[src/rtl/data_mem_access_unit.sv]
// -----------------------------------------------------------------------------
// data_mem_access_unit
//
// Sequential MEM-stage load/store unit. Accepts one request at a time over a
// valid/ready handshake, positions store data and byte strobes on the RAM
// lanes, drives a synchronous data RAM with RD_LATENCY cycles of read latency,
// and formats load data (shift, mask, sign/zero extension) into a one-cycle
// response.
//
// Configuration macro: MISALIGNED_SPLIT_EN
//   defined   : accesses crossing a word boundary run as two RAM beats
//               (ISSUE0 then ISSUE1, word+1 wraps modulo the address space).
//   undefined : such accesses are rejected with an error response.
//
// Parameters
//   NB_DATA     data/word width in bits (32 or 64)
//   NB_ADDR     byte-address width
//   RD_LATENCY  RAM read latency in cycles (1..4)
//
// Ports
//   i_clock       clock, rising edge
//   i_reset       asynchronous active-low reset
//   i_req_valid   request present
//   o_req_ready   unit idle and able to accept
//   i_mem_read    load request
//   i_mem_write   store request
//   i_signed      sign-extend load result
//   i_size        access size 2^i_size bytes
//   i_addr        byte address
//   i_write_data  store data, right-aligned
//   o_rsp_valid   one-cycle response strobe
//   o_read_data   formatted load data (0 for stores/errors), held between responses
//   o_error       request rejected (qualifies o_rsp_valid)
//   o_mem_en      RAM access enable
//   o_mem_we      RAM per-byte write strobes
//   o_mem_addr    RAM word address
//   o_mem_wdata   lane-positioned RAM write data
//   i_mem_rdata   RAM read data
// -----------------------------------------------------------------------------
module data_mem_access_unit #(
  parameter int NB_DATA    = 32,
  parameter int NB_ADDR    = 12,
  parameter int RD_LATENCY = 1
) (
  input  logic                                    i_clock,
  input  logic                                    i_reset,
  input  logic                                    i_req_valid,
  output logic                                    o_req_ready,
  input  logic                                    i_mem_read,
  input  logic                                    i_mem_write,
  input  logic                                    i_signed,
  input  logic [1:0]                              i_size,
  input  logic [NB_ADDR-1:0]                      i_addr,
  input  logic [NB_DATA-1:0]                      i_write_data,
  output logic                                    o_rsp_valid,
  output logic [NB_DATA-1:0]                      o_read_data,
  output logic                                    o_error,
  output logic                                    o_mem_en,
  output logic [NB_DATA/8-1:0]                    o_mem_we,
  output logic [NB_ADDR-$clog2(NB_DATA/8)-1:0]    o_mem_addr,
  output logic [NB_DATA-1:0]                      o_mem_wdata,
  input  logic [NB_DATA-1:0]                      i_mem_rdata
);

  localparam int NB_BYTES = NB_DATA / 8;
  localparam int NB_OFF   = $clog2(NB_BYTES);
  localparam int NB_WADDR = NB_ADDR - NB_OFF;
`ifdef MISALIGNED_SPLIT_EN
  localparam int NB_SPAN  = 2;
`else
  localparam int NB_SPAN  = 1;
`endif
  // Lane/data vectors span two words when the split path is built.
  localparam int NB_WIDE  = NB_SPAN * NB_DATA;
  localparam int NB_WLANE = NB_SPAN * NB_BYTES;

  typedef enum logic [2:0] {
    S_IDLE   = 3'd0,
    S_ISSUE0 = 3'd1,
    S_ISSUE1 = 3'd2,
    S_WAIT   = 3'd3,
    S_RESP   = 3'd4
  } state_t;

  state_t                r_state;
  state_t                w_state_nxt;
  logic [1:0]            r_cnt;
  logic                  w_accept;
  logic                  w_cap_last;

  // Request decode (combinational, used only at acceptance)
  logic [NB_OFF-1:0]     w_in_off;
  logic [4:0]            w_in_nbytes;
  logic [4:0]            w_in_end;
  logic                  w_in_cross;
  logic                  w_in_err;
  logic [NB_WLANE-1:0]   w_in_lanes;
  logic [NB_WIDE-1:0]    w_in_wdata;

  // Registered request
  logic                  r_is_load;
  logic                  r_signed;
  logic [1:0]            r_size;
  logic [NB_OFF-1:0]     r_off;

`ifdef MISALIGNED_SPLIT_EN
  logic                  r_cross;
  logic [NB_WADDR-1:0]   r_waddr;
  logic [NB_BYTES-1:0]   r_we_hi;
  logic [NB_DATA-1:0]    r_wd_hi;
  logic [NB_DATA-1:0]    r_beat0;
  logic                  w_cap0;
`endif

  // Load formatting
  logic [NB_WIDE-1:0]    w_rd_wide;
  logic [NB_DATA-1:0]    w_rd_aligned;
  logic [NB_DATA-1:0]    w_rd_fmt;
  logic [4:0]            w_nbytes;
  logic                  w_sign;

  // Registered outputs
  logic                  r_req_ready;
  logic                  r_rsp_valid;
  logic                  r_error;
  logic [NB_DATA-1:0]    r_read_data;
  logic                  r_mem_en;
  logic [NB_BYTES-1:0]   r_mem_we;
  logic [NB_WADDR-1:0]   r_mem_addr;
  logic [NB_DATA-1:0]    r_mem_wdata;

  // Decode the incoming request: error classes, word crossing, lane strobes and shifted data.
  always_comb begin
    w_in_off    = i_addr[NB_OFF-1:0];
    w_in_nbytes = 5'd1 << i_size;
    w_in_end    = 5'(w_in_off) + w_in_nbytes;
    w_in_cross  = (w_in_end > 5'(NB_BYTES));
    w_in_err    = (i_mem_read == i_mem_write) || (w_in_nbytes > 5'(NB_BYTES));
`ifndef MISALIGNED_SPLIT_EN
    w_in_err    = w_in_err || w_in_cross;
`endif
    w_in_lanes  = '0;
    for (int b = 0; b < NB_BYTES; b++) begin
      w_in_lanes[b] = (5'(b) < w_in_nbytes);
    end
    // Lanes/data beyond the first word land in the upper half (second beat).
    w_in_lanes  = w_in_lanes << w_in_off;
    w_in_wdata  = NB_WIDE'(i_write_data) << {w_in_off, 3'b000};
  end

  // Next-state logic and final-capture detection.
  always_comb begin
    w_state_nxt = r_state;
    w_accept    = i_req_valid && r_req_ready;
    w_cap_last  = 1'b0;
    case (r_state)
      S_IDLE: begin
        if (w_accept) begin
          w_state_nxt = w_in_err ? S_RESP : S_ISSUE0;
        end else begin
          w_state_nxt = S_IDLE;
        end
      end
      S_ISSUE0: begin
`ifdef MISALIGNED_SPLIT_EN
        if (r_cross) begin
          w_state_nxt = S_ISSUE1;
        end else if (r_is_load) begin
          w_state_nxt = S_WAIT;
        end else begin
          w_state_nxt = S_RESP;
        end
`else
        if (r_is_load) begin
          w_state_nxt = S_WAIT;
        end else begin
          w_state_nxt = S_RESP;
        end
`endif
      end
`ifdef MISALIGNED_SPLIT_EN
      S_ISSUE1: begin
        if (r_is_load) begin
          w_state_nxt = S_WAIT;
        end else begin
          w_state_nxt = S_RESP;
        end
      end
`endif
      S_WAIT: begin
        if (r_cnt == 2'd0) begin
          w_state_nxt = S_RESP;
          w_cap_last  = 1'b1;
        end else begin
          w_state_nxt = S_WAIT;
        end
      end
      S_RESP: begin
        w_state_nxt = S_IDLE;
      end
      default: begin
        w_state_nxt = S_IDLE;
      end
    endcase
  end

`ifdef MISALIGNED_SPLIT_EN
  // First beat of a split load arrives one cycle before the last: still in ISSUE1 when latency is 1.
  always_comb begin
    w_cap0 = r_is_load && r_cross &&
             (((r_state == S_ISSUE1) && (RD_LATENCY == 1)) ||
              ((r_state == S_WAIT) && (r_cnt == 2'd1)));
  end
`endif

  // Load formatting: align beat(s) to byte 0, keep the accessed bytes, extend the rest.
  always_comb begin
`ifdef MISALIGNED_SPLIT_EN
    w_rd_wide = r_cross ? {i_mem_rdata, r_beat0} : NB_WIDE'(i_mem_rdata);
`else
    w_rd_wide = i_mem_rdata;
`endif
    w_rd_aligned = NB_DATA'(w_rd_wide >> {r_off, 3'b000});
    w_nbytes     = 5'd1 << r_size;
    w_sign       = 1'b0;
    for (int b = 0; b < NB_BYTES; b++) begin
      w_sign = ((5'(b) + 5'd1) == w_nbytes) ? w_rd_aligned[8*b+7] : w_sign;
    end
    w_sign = w_sign & r_signed;
    for (int b = 0; b < NB_BYTES; b++) begin
      w_rd_fmt[8*b +: 8] = (5'(b) < w_nbytes) ? w_rd_aligned[8*b +: 8] : {8{w_sign}};
    end
  end

  // State register and WAIT countdown.
  always_ff @(posedge i_clock or negedge i_reset) begin
    if (!i_reset) begin
      r_state <= S_IDLE;
      r_cnt   <= 2'd0;
    end else begin
      r_state <= w_state_nxt;
      if ((w_state_nxt == S_WAIT) && (r_state != S_WAIT)) begin
        r_cnt <= 2'(RD_LATENCY - 1);
      end else if (r_state == S_WAIT) begin
        r_cnt <= r_cnt - 2'd1;
      end else begin
        r_cnt <= r_cnt;
      end
    end
  end

  // Request capture at acceptance; later input changes are ignored.
  always_ff @(posedge i_clock or negedge i_reset) begin
    if (!i_reset) begin
      r_is_load <= 1'b0;
      r_signed  <= 1'b0;
      r_size    <= 2'd0;
      r_off     <= '0;
`ifdef MISALIGNED_SPLIT_EN
      r_cross   <= 1'b0;
      r_waddr   <= '0;
      r_we_hi   <= '0;
      r_wd_hi   <= '0;
      r_beat0   <= '0;
`endif
    end else begin
      if (w_accept) begin
        r_is_load <= i_mem_read;
        r_signed  <= i_signed;
        r_size    <= i_size;
        r_off     <= w_in_off;
`ifdef MISALIGNED_SPLIT_EN
        r_cross   <= w_in_cross;
        r_waddr   <= i_addr[NB_ADDR-1:NB_OFF];
        r_we_hi   <= i_mem_write ? w_in_lanes[NB_WLANE-1:NB_BYTES] : '0;
        r_wd_hi   <= i_mem_write ? w_in_wdata[NB_WIDE-1:NB_DATA] : '0;
`endif
      end else begin
        r_is_load <= r_is_load;
        r_signed  <= r_signed;
        r_size    <= r_size;
        r_off     <= r_off;
      end
`ifdef MISALIGNED_SPLIT_EN
      if (w_cap0) begin
        r_beat0 <= i_mem_rdata;
      end else begin
        r_beat0 <= r_beat0;
      end
`endif
    end
  end

  // Outputs registered from the next state so each is valid for the whole state cycle.
  always_ff @(posedge i_clock or negedge i_reset) begin
    if (!i_reset) begin
      r_req_ready <= 1'b0;
      r_rsp_valid <= 1'b0;
      r_error     <= 1'b0;
      r_read_data <= '0;
      r_mem_en    <= 1'b0;
      r_mem_we    <= '0;
      r_mem_addr  <= '0;
      r_mem_wdata <= '0;
    end else begin
      r_req_ready <= (w_state_nxt == S_IDLE);
      r_rsp_valid <= (w_state_nxt == S_RESP);
      // Only the reject path goes straight from IDLE to RESP.
      r_error     <= (w_state_nxt == S_RESP) && (r_state == S_IDLE);
      if (w_state_nxt == S_RESP) begin
        r_read_data <= w_cap_last ? w_rd_fmt : '0;
      end else begin
        r_read_data <= r_read_data;
      end
      case (w_state_nxt)
        S_ISSUE0: begin
          r_mem_en    <= 1'b1;
          r_mem_addr  <= i_addr[NB_ADDR-1:NB_OFF];
          r_mem_we    <= i_mem_write ? w_in_lanes[NB_BYTES-1:0] : '0;
          r_mem_wdata <= i_mem_write ? w_in_wdata[NB_DATA-1:0] : '0;
        end
`ifdef MISALIGNED_SPLIT_EN
        S_ISSUE1: begin
          r_mem_en    <= 1'b1;
          r_mem_addr  <= r_waddr + NB_WADDR'(1);
          r_mem_we    <= r_we_hi;
          r_mem_wdata <= r_wd_hi;
        end
`endif
        default: begin
          r_mem_en    <= 1'b0;
          r_mem_addr  <= '0;
          r_mem_we    <= '0;
          r_mem_wdata <= '0;
        end
      endcase
    end
  end

  assign o_req_ready = r_req_ready;
  assign o_rsp_valid = r_rsp_valid;
  assign o_error     = r_error;
  assign o_read_data = r_read_data;
  assign o_mem_en    = r_mem_en;
  assign o_mem_we    = r_mem_we;
  assign o_mem_addr  = r_mem_addr;
  assign o_mem_wdata = r_mem_wdata;

endmodule
[config.mk]
export PLATFORM = sky130hd
export DESIGN_NAME = data_mem_access_unit
export DESIGN_NICKNAME = d
export VERILOG_FILES = /design/src/rtl/data_mem_access_unit.sv
export SDC_FILE = /design/constraint.sdc
export NUM_CORES = 1
export LEC_CHECK = 0
export BUFFER_PORTS_ARGS = -buffer_cell sky130_fd_sc_hd__buf_2
export CAP_MARGIN = 20
export CORE_UTILIZATION = 35
export DETAILED_ROUTE_END_ITERATION = 16
export PLACE_DENSITY = 0.58
export SLEW_MARGIN = 20
export SYNTH_ARGS = -nofsm -noshare
export SYNTH_HDL_FRONTEND = slang
export SYNTH_SLANG_ARGS = --single-unit
[constraint.sdc]
create_clock -name i_clock -period 4 [get_ports i_clock]
set_input_delay 0.4 -clock i_clock [delete_from_list [all_inputs] [get_ports i_clock]]
set_output_delay 0.4 -clock i_clock [all_outputs]
set_load 0.05 [all_outputs]
==> flow_summary.toml <==
[outcome]
status = "finished clean"

[logic_synthesis]
synthDistinctLibCells = 40
synth-main-ff-cell = "dfrtp_1"
syn_avg_cell_area_um2 = 11.2
synth_xor_area_share_pct = 0.405
yosys_register_bits = 93
synth_compound_area_share_pct = 17.2
synthAdderAreaFrac_pct = 1.33
yosys.area_share.simple_pct = 14.2
synth_edf_count = 0
synth_mux_area_share_pct = 9.16
async_flop_share_pct = 100
synth_cells = 386
synth-seq-area-share_pct = 53.8
synth_top_family_by_area = "compound AO/OA/AOI/OAI gates"
syn-cell-area_mm2 = 0.00433
synth_nets = 474
ys.warnings.count = 0

[clock_network]
cts.sinks = 93
htreeDepth = 3
clk_latency_ns = 0.35
cts_buffer_depth = 2
cts-hold-fix-buffers = 0
cts_setup_buffers = 0
cts_tree = "built"
cts_inserted_buffers = 9
root_buffer = "clkbuf_16"
clkSlewWorstSetupHoldPaths_ns = 0.07
cts_resized = 0

[drt]
drtPass1Iterations = 4
wl_met1_um = 4990
vias = 3588
antenna_left = 0
wl_per_cell_um = 16.8
remaining_drc_errors = 0
dr.first_iter.drc_count = 224
avgViaCountPerCell = 5.18
wl_met2_um = 5480
top_layer = "met4"
met3WireLength_um = 980
wl_um = 11600

[min_path]
hold_class = "in -> async"

[power_and_ir_drop]
power_mw = 2.77
leakagePower_nw = 2.99
power-per-cell-area_mw_per_mm2 = 503
ir_drop_v = 0.000195

[sta]
finalCritPeriodShare_pct = 66.2
finClkSkew_ns = 0.00902
fin_tns_setup_ns = 0
period_needed_ns = 2.65
setup_viol = 0
hold_violations = 0
max-slew-margin-rel_pct = 43.9
rsz0062_at_grt = "false"
max_freq_ghz = 0.377
slew_violations = 0
max_slew.worst_pin.slew_ns = 0.840

[job]
cap_violations = 0

[die]
die-area_mm2 = 0.0128
pin_count = 166
core-area_mm2 = 0.0120
dieHeight_um = 113
fp-row-count = 40
die_w_um = 113
start_util_pct = 36.0

[critical_path]
crit_top_cell = "nand2b_1"
endpoint_kind = "register"
cp_top_family = "simple AND/OR/NAND/NOR gates"
worst_ep_arrival_time_ns = 2.93
slowest_delay_ns = 0.55
path_cells = "buf_2, nand2b_1, inv_1, ha_1, a211o_1, a22oi_2, nand4b_2, nand2b_1, nor2_1"
critPathBufInv = 2
crit_type = "in -> reg"
required_ns = 4.28
crit_fanout = 21
start_kind = "input pin"
cpMaxStageDelayCell = "nand4b_2"
crit_cells = 9
reg2reg_depth = 5

[finish]
nNetsFinal = 629
final_layout_size_suffix_gt1_share_pct = 37.5
syn2layout_area_growth_pct = 27.3
num_antenna_cells = 0

[grt]
grt_first_pass_wirelength_um = 18200
overflow = 0
antenna_found_initial = 0
grt_max_degree = 65
groute.usage.overall_pct = 18.8
first_global_vias = 3528

[placement]
port_buffers = 165
gp_congestion = 0.815
dp_hpwl_um = 8390
==> through the flow <==
stage               hold WS, ns  utilization (%)  setup slack (ns)  cells  area, um^2
global route              0.204             45.9              1.14    693        5510
finish                    0.135             45.9              1.35    693        5510
global placement          0.462             43.6              1.18    677        5240
detailed placement        0.486             43.6              1.03    677        5240
CTS                       0.176             45.9              1.36    693        5510
floorplan                 0.104                -              1.91    386        4330
==> synth_stat cells (2+ instances only) <==
master / count / area (um^2)
a211o_1: 8 / 70.1
a211oi_1: 16 / 120
a21boi_2: 2 / 22.5
a21oi_1: 15 / 75.1
a22o_1: 25 / 219
a22oi_2: 2 / 25.0
a32o_1: 7 / 70.1
and2_1: 19 / 119
buf_1: 2 / 7.51
buf_2: 10 / 50.1
buf_6: 4 / 45.0
clkbuf_1: 11 / 41.3
dfrtp_1: 93 / 2330
ha_1: 3 / 37.5
inv_1: 7 / 26.3
mux2_2: 5 / 56.3
mux2i_1: 34 / 340
nand2_1: 31 / 116
nand2b_1: 3 / 18.8
nor2_1: 31 / 116
nor2b_1: 19 / 119
nor3_1: 2 / 10.0
o21ai_0: 19 / 95.1
or2_2: 2 / 12.5
==> kinds of logic (layout without fill, tap and decap cells) <==
logic type,after synthesis,after routing
compound gates,99,99
xor+xnor,2,2
fa+ha+maj,4,4
buf+inv,34,194
flops,93,93
mux,39,39
simple gates,115,115
==> final timing paths <==
path	startpoint	to	slack [ns]
worst min register to register	o_read_data[6]	o_read_data[6]	0.49
min in group i_clock	i_addr[2]	o_mem_addr[0]	0.26
worst max register to register	o_req_ready	o_mem_we[1]	1.73
worst min-delay path	i_reset	o_read_data[16]	0.13
max in group asynchronous	i_reset	o_read_data[5]	2.92
worst max-delay path	i_size[1]	o_mem_we[1]	1.35
==> registers in the layout, indices dropped and copies added (netlist names), 2 cells and up <==
register and flops:
o_mem_wdata 32, r_state 3, o_mem_addr 10, o_mem_we 4
r_size 2, r_off 2, o_read_data 32, r_cnt 2
==> report_power, final <==
part	internal [mW]	leakage [nW]	switching [mW]
registers	1.02	1.28	0.0918
logic	0.293	1.58	0.583
clock network	0.420	0.132	0.363
total	1.73	2.99	1.04
==> layout by cell type, fill, tap and decap left out, types with 2 or more instances in the layout <==
cell,count
a211o_1,8
a211oi_1,16
a21boi_2,2
a21oi_1,15
a22o_1,25
a22oi_2,2
a32o_1,7
and2_1,19
buf_2,164
buf_4,7
clkbuf_16,9
clkinv_2,3
clkinv_4,2
dfrtp_1,93
ha_1,3
inv_1,7
mux2_2,5
mux2i_1,34
nand2_1,31
nand2b_1,3
nor2_1,31
nor2b_1,19
nor3_1,2
o21ai_0,19
or2_2,2
==> layer usage <==
metal	vias up	GRT usage [%]
met5	-	0
met4	0	7.46
met3	15	5.95
met2	144	30.6
met1	1748	23.3
li1	1681	-
==> cell type report <==
cell class | instances | area, um^2
Fill cell | 1147 | 6500
Tap cell | 147 | 184
Timing Repair Buffer | 171 | 873
Sequential cell | 93 | 2330
Clock inverter | 6 | 40.0
Clock buffer | 10 | 229
Multi-Input combinational cell | 259 | 1830
Inverter | 7 | 26.3
Power figures use the tool's default switching activity.
